### config.mk
export PLATFORM = sky130hd
export DESIGN_NAME = program_loader
export DESIGN_NICKNAME = d
export VERILOG_FILES = /design/src/rtl/program_loader_pkg.sv /design/src/rtl/program_loader_pm_write_reg.sv /design/src/rtl/program_loader.sv
export SDC_FILE = /design/constraint.sdc
export NUM_CORES = 1
export LEC_CHECK = 0
export CORE_MARGIN = 4
export CORE_UTILIZATION = 32
export DETAILED_ROUTE_END_ITERATION = 8
export HOLD_SLACK_MARGIN = 0.03
export PLACE_DENSITY = 0.52
export SLEW_MARGIN = 20
export SYNTH_ARGS = -nofsm -noshare
export SYNTH_HDL_FRONTEND = slang
export SYNTH_SLANG_ARGS = --single-unit
export TNS_END_PERCENT = 1
### constraint.sdc
create_clock -name clk -period 2.51 [get_ports clk]
set_input_delay 0.251 -clock clk [delete_from_list [all_inputs] [get_ports clk]]
set_output_delay 0.251 -clock clk [all_outputs]
set_load 0.05 [all_outputs]
### src/rtl/program_loader_pkg.sv
// Shared definitions for the program loader: FSM state encoding and frame field order.
package program_loader_pkg;

  typedef enum logic [2:0] {
    S_IDLE = 3'd0,
    S_LEN  = 3'd1,
    S_DATA = 3'd2,
    S_CSUM = 3'd3,
    S_DONE = 3'd4,
    S_ERR  = 3'd5
  } state_t;

  // Frame layout on the byte stream: length, payload, checksum.
  localparam int FIELD_LEN  = 0;
  localparam int FIELD_DATA = 1;
  localparam int FIELD_CSUM = 2;

endpackage

### src/rtl/program_loader_pm_write_reg.sv
// Registered write port toward program memory: one enable pulse per captured byte,
// address/data hold their last value between pulses.
module program_loader_pm_write_reg #(
  parameter int ADD_WIDTH  = 7,
  parameter int DATA_WIDTH = 8
) (
  input  logic                  clk,
  input  logic                  rst,
  input  logic                  capture,
  input  logic [ADD_WIDTH-1:0]  addr,
  input  logic [DATA_WIDTH-1:0] data,
  output logic                  wr_en,
  output logic [ADD_WIDTH-1:0]  wr_addr,
  output logic [DATA_WIDTH-1:0] wr_data
);

  always_ff @(posedge clk) begin
    if (!rst) begin
      wr_en   <= 1'b0;
      wr_addr <= '0;
      wr_data <= '0;
    end else begin
      wr_en <= capture;
      if (capture) begin
        wr_addr <= addr;
        wr_data <= data;
      end
    end
  end

endmodule

### src/rtl/program_loader.sv
// Loads a framed byte stream (LEN, payload, XOR checksum) into program memory and
// releases the CPU only after a frame with a good checksum.
module program_loader
  import program_loader_pkg::*;
#(
  parameter int ADD_WIDTH  = 7,
  parameter int DATA_WIDTH = 8
) (
  input  logic                  clk,
  input  logic                  rst,
  input  logic                  load_start,
  input  logic                  byte_valid,
  input  logic [DATA_WIDTH-1:0] byte_data,
  output logic                  byte_ready,
  output logic                  pmWrEn,
  output logic [ADD_WIDTH-1:0]  pm_addr,
  output logic [DATA_WIDTH-1:0] instructionIn,
  output logic                  cpu_run,
  output logic                  load_err,
  output state_t                state
);

  // Handshake: a byte transfers on a rising edge where byte_valid && byte_ready;
  // byte_ready depends on state only, and a byte offered while ready=0 stays pending.

  localparam logic [ADD_WIDTH:0] FULL = {1'b1, {ADD_WIDTH{1'b0}}};
  localparam logic [ADD_WIDTH:0] ONE  = {{ADD_WIDTH{1'b0}}, 1'b1};

  state_t                state_q, state_d;
  logic [ADD_WIDTH:0]    cnt, total, cnt_inc;
  logic [DATA_WIDTH-1:0] csum;
  logic                  accept, start_ok, capture;
  logic [ADD_WIDTH-1:0]  len_low;

  assign state    = state_q;
  assign accept   = byte_valid && byte_ready;
  assign cnt_inc  = cnt + ONE;
  assign len_low  = byte_data[ADD_WIDTH-1:0];
  assign start_ok = load_start &&
                    (state_q == S_IDLE || state_q == S_DONE || state_q == S_ERR);
  assign capture  = (state_q == S_DATA) && accept;

  always_comb begin
    state_d    = state_q;
    byte_ready = 1'b0;
    case (state_q)
      S_IDLE, S_DONE, S_ERR: if (load_start) state_d = S_LEN;
      S_LEN: begin
        byte_ready = 1'b1;
        if (accept) state_d = S_DATA;
      end
      S_DATA: begin
        byte_ready = 1'b1;
        if (accept && cnt_inc == total) state_d = S_CSUM;
      end
      S_CSUM: begin
        byte_ready = 1'b1;
        if (accept) state_d = (byte_data == csum) ? S_DONE : S_ERR;
      end
      default: state_d = S_IDLE;
    endcase
  end

  always_ff @(posedge clk) begin
    if (!rst) begin
      state_q  <= S_IDLE;
      cnt      <= '0;
      total    <= '0;
      csum     <= '0;
      cpu_run  <= 1'b0;
      load_err <= 1'b0;
    end else begin
      state_q <= state_d;
      if (start_ok) begin
        cpu_run  <= 1'b0;
        load_err <= 1'b0;
        cnt      <= '0;
        csum     <= '0;
      end
      // A zero length field stands for a full-memory frame.
      if (state_q == S_LEN && accept)
        total <= (len_low == '0) ? FULL : {1'b0, len_low};
      if (capture) begin
        csum <= csum ^ byte_data;
        cnt  <= cnt_inc;
      end
      if (state_q == S_CSUM && accept) begin
        if (byte_data == csum) cpu_run  <= 1'b1;
        else                   load_err <= 1'b1;
      end
    end
  end

  program_loader_pm_write_reg #(
    .ADD_WIDTH (ADD_WIDTH),
    .DATA_WIDTH(DATA_WIDTH)
  ) u_pm_write_reg (
    .clk    (clk),
    .rst    (rst),
    .capture(capture),
    .addr   (cnt[ADD_WIDTH-1:0]),
    .data   (byte_data),
    .wr_en  (pmWrEn),
    .wr_addr(pm_addr),
    .wr_data(instructionIn)
  );

endmodule

Yosys cells after proc, flatten, opt, wreduce, memory -nomap -nowiden. Cells that the tools add are included.

Bits in registers: 45. Word-level logic and storage cells: 53. Output and inout bits: 22. Input port bits: 12.

Add/subtract/negate cells: 1. Reduce and logical (&&, ||, !) cells: 14. Equality and inequality tests: 11. Bitwise logic cells: 1. Muxes and demuxes: 17.

Operator list (number): $mux W8 (4); $eq A8 B8 Y1 (2); $mux W3 (4); $pmux W3 S4 (1); $add A8 B1 Y8 const B (1); $mux W1 (8); $xor A8 B8 Y8 (1); $logic_not A7 Y1 (1); $eq A3 B2 Y1 const B (2); $eq A3 B3 Y1 const B (2); $logic_and A1 B1 Y1 (6); $ne A2 B2 Y1 const B (3); $reduce_or A3 Y1 (2); $reduce_and A4 Y1 (1); $eq A3 B1 Y1 const B (1); $logic_not A3 Y1 (1); $logic_or A1 B1 Y1 (2); $ne A2 B1 Y1 const B (1); $reduce_bool A2 Y1 (1).

Longest topological paths before layout.
Depth after elaboration: 7. Mapped depth: 8.

By module. From an unflattened synthesis, not the netlist that was laid out.

Cell total of the unflattened synthesis: 255. Area total of the unflattened synthesis: 2298.5 µm².

By module, submodules not included: program_loader (instances 1, area an instance 1691.6 µm², cells each 205); program_loader_pm_write_reg (instances 1, area an instance 606.8 µm², cells each 50).

Worst setup path before layout. No wires, ideal clock.

Path type: reg-to-output. Start: register state_q[1] (netlist: state[1]). End: output byte_ready. Data arrival time: 1626 ps. Path buffers: 1. Slack: 633 ps. Stages on the path, launching flop included: 4. Data required time: 2259 ps. Cell sequence: dfxtp_1 -> buf_2 -> nor2_1 -> nor2_1.

Cells in the longest elaborated chain, start to end: 3. Elaborated cells on any way between the ends: 5. Classes of those cells: eq/ne: 3; mux: 1; reduce/logical: 1.

Ends and longest elaborated chain: start, declared (RTL line program_loader.sv:29) `state_t state_q, state_d;`; start signal, assigned (RTL line program_loader.sv:73) `state_q <= state_d;`; $eq A3 B2 Y1 / $eq A3 B1 Y1 (equally long branches) (RTL line program_loader.sv:46) `case (state_q)`; $reduce_or A3 Y1 (no line) *; $mux W1 * (RTL line program_loader.sv:46); end, declared (RTL line program_loader.sv:14) `output logic byte_ready,`.

Every way passes the cells marked *; elsewhere a longest branch is shown, timed or not.

Worst setup path after layout. Same ends and word-level chain as after synthesis.

==> run_results.csv <==
group,metric,value,unit
run_status,outcome,"finished clean",
run,cap_violations,0,
place,hpwl,3.51,mm
power_and_ir_drop,power.total,1.53,mW
cts,cts_setup_buffers,0,
worst_setup_path,crit_start,"state[1]$_SDFFE_PN0P_",
final_layout,final_cell_mix,"52 x nand2_1, 45 x dfxtp_1, 33 x clkdlybuf4s50_1, 22 x a21boi_0",
power_and_ir_drop,p_per_area,573,nW/um^2
final_layout,n_antenna_cell,0,
worst_setup_path,path_class,"register to primary output",
power_and_ir_drop,leakagePower,0.937,nW
timing,post-route-min-period,2.09,ns
drt,wl_per_cell,13.8,um
timing,final-hold-violation-count,0,
yosys,syn_inst,258,
worst_setup_path,critical_path_depth,3,
cts,path_clk_slew,0.08,ns
yosys,ys_warn_count,0,
floorplan,rows,29,
cts,cts_tree,"yes",
yosys,yosys_register_bits,45,
worst_setup_path,crit_top_cell,"nor2_1",
yosys,synth_cell_types,40,
power_and_ir_drop,p_int,1.11,mW
drt,wl,5.03,mm
timing,rsz0062_at_grt,"no",
timing,clock.fmax,480,MHz
drt,avgViaCountPerCell,4.84,
timing,setup-tns-final,0,ns
floorplan,dieHeight,90.8,um
final_layout,final_nets,301,
worst_setup_path,path_buf_inv,1,
final_layout,final_common_cell,"nand2_1",
cts,cts_hold_buf,0,
grt,grt_pass1_vias,1711,
yosys,synthFlopType,"dfxtp_1",
worst_setup_path,path_cells,"nor2_1 -> nor2_1 -> clkdlybuf4s50_1",
floorplan,dieWidth,90.8,um
worst_setup_path,r2r_slack,0.54,ns
drt,drtAntennaViolNets,0,
grt,grt_use_total,12.9,%
power_and_ir_drop,p_switching,0.413,mW
worst_setup_path,start_kind,"register",
timing,post-route-period-util,83.1,%
cts,insertion_delay,0.30,ns
grt,grt_pass1_wl,8.67,mm
timing,setup_viol,0,
grt,antenna_found_initial,0,
place,gp_congestion,0.793,
yosys,synth.avg_cell_area,8.51,um^2
final_layout,drive_gt1_share,6.25,%
power_and_ir_drop,p_clk_share,35.3,%
yosys,synth_top_area_share,41.0,%
yosys,synth_edf_count,0,
cts,numCtsBuffers,5,
drt,first_iter_violations,37,
cts,cts_resized,0,
place,io_buffers,33,
cts,cts_root_buffer,"clkbuf_8",
timing,whs,0.463,ns
worst_setup_path,cp_top_family,"buffers and inverters",
floorplan,dieArea,8250,um^2
worst_setup_path,critPathArrivalTime,1.83,ns
power_and_ir_drop,swShare,27.0,%
yosys,synth_nets,271,
worst_setup_path,slowest_stage,"clkdlybuf4s50_1",
final_layout,fin_util,41.0,%
worst_setup_path,reg2reg_from,"state[1]$_SDFFE_PN0P_",
drt,first_pass_iters,4,
cts,cts_buffer_depth,2,
power_and_ir_drop,power_frac_comb,15.3,%
worst_setup_path,cp_data_required_time,2.26,ns
yosys,synthArstFlopShare,0,%
grt,grt_overflow,0,
timing,slew_violations,0,
power_and_ir_drop,seq_power_share,49.4,%
timing,skew,0.00187,ns
yosys,netlist_area,2190,um^2
drt,drc,0,
power_and_ir_drop,vdd_ir_drop_max,0.242,mV
yosys,synthDominantAreaCellType,"dfxtp_1",
min_path,min_from,"u_pm_write_reg.wr_addr[5]$_SDFFE_PN0P_",
floorplan,start_util,33.8,%
worst_setup_path,max_stage_delay,0.81,ns
floorplan,io_pins,34,
yosys,ys_seq_area_share,41.0,%
worst_setup_path,critPathMaxFanout,12,
cts,cts_num_sinks,45,
yosys,yosys-top-cells-area,"dfxtp_1 41%, nand2_1 8.9%, a21boi_0 7.5%",
cts,cts_max_level,2,
min_path,whs_path_depth,2,
timing,worst_slew_margin_rel,62.3,%
drt,vias,1768,
final_layout,area_growth,21.4,%
worst_setup_path,rr_worst_depth,5,
worst_setup_path,critPathCaptureType,"primary output",
worst_setup_path,worst_r2r_endpoint,"csum[0]$_SDFFE_PN0P_",
grt,grt_max_degree,33,
min_path,hold_path_class,"register to register",
floorplan,core_area,6490,um^2
min_path,min_delay_worst_endpoint,"u_pm_write_reg.wr_addr[5]$_SDFFE_PN0P_",
timing,tightest_slew,0.562,ns
## area by class of cell
type,count,area (um^2)
fillers,674,3830
multi-input cells,197,1190
flip-flops and latches,45,901
repair buffers,38,368
well taps,77,96.3
clock buffers,5,68.8
clock inverters,2,35.0
inverters,1,3.75
## worst reg2reg max path: stages, from the launching register on
cell	delay, ns
dfxtp_1	0.57
nor3b_4	0.34
and2_2	0.46
nand2_1	0.13
or2_2	0.28
a21boi_1	0.13
## per-layer routing
metal	vias to the layer above	GRT usage, %	routed length, um
li1	927	-	-
met1	804	17.2	2490
met2	30	20.1	2290
met3	7	3.58	188
met4	0	3.77	63
met5	-	0	0
## per-stage QoR
step | instances | instance area, um^2 | setup slack (ns)
floorplan | 258 | 2190 | 0.633
global placement | 358 | 2560 | 0.540
detailed placement | 358 | 2560 | 0.536
CTS | 365 | 2660 | 0.398
global route | 365 | 2660 | 0.298
finish | 365 | 2660 | 0.424
## cell usage after synthesis (3+ instances only)
cell type / instances
xor2_1: 13
and3_1: 5
nor2b_1: 5
nand2_1: 52
nor3_1: 3
or3_1: 4
clkbuf_1: 6
buf_6: 5
nor2_1: 15
o21ai_0: 6
dfxtp_1: 45
or2_0: 7
o21ai_1: 9
xnor2_1: 7
nor4_1: 4
a21boi_1: 15
nand3_1: 4
and2_1: 4
a21boi_0: 22
buf_2: 4
## kinds of logic after synthesis
logic type	after synthesis	synth area share [%]
xor gates and xnor gates	21	9.01
and+or+nand+nor	113	25.3
buffers and inverters	16	4.67
AOI/OAI and AO/OA	61	19.0
adders and majority gates	1	0.570
muxes	1	0.456
DFF	45	41.0
## worst max-delay path by stage
| stage | slack, ns | endpoint |
|---|---|---|
| 6_report | 0.42 | byte_ready |
| 5_1_grt | 0.30 | byte_ready |
| 4_1_cts | 0.40 | byte_ready |
| 3_5_place_dp | 0.54 | csum[0]$_SDFFE_PN0P_ |
| 3_3_place_gp | 0.54 | csum[0]$_SDFFE_PN0P_ |
| 2_1_floorplan | 0.63 | byte_ready |
## flip-flops by register name, indices dropped and copies added (netlist names)
register                flops
load_err                    1
total                       8
u_pm_write_reg.wr_addr      7
u_pm_write_reg.wr_en        1
u_pm_write_reg.wr_data      8
csum                        8
state                       3
cnt                         8
cpu_run                     1
## power by group through the flow
| stage | registers [mW] | clock network, mW | logic, mW |
|---|---|---|---|
| after floorplan | 0.796 | 0 | 0.137 |
| after global placement | 0.772 | 0 | 0.238 |
| after detailed placement | 0.772 | 0 | 0.238 |
| after CTS | 0.755 | 0.560 | 0.239 |
| after global routing | 0.760 | 0.593 | 0.256 |
| final | 0.755 | 0.539 | 0.234 |
No activity file was read; power rests on OpenSTA's default activity.
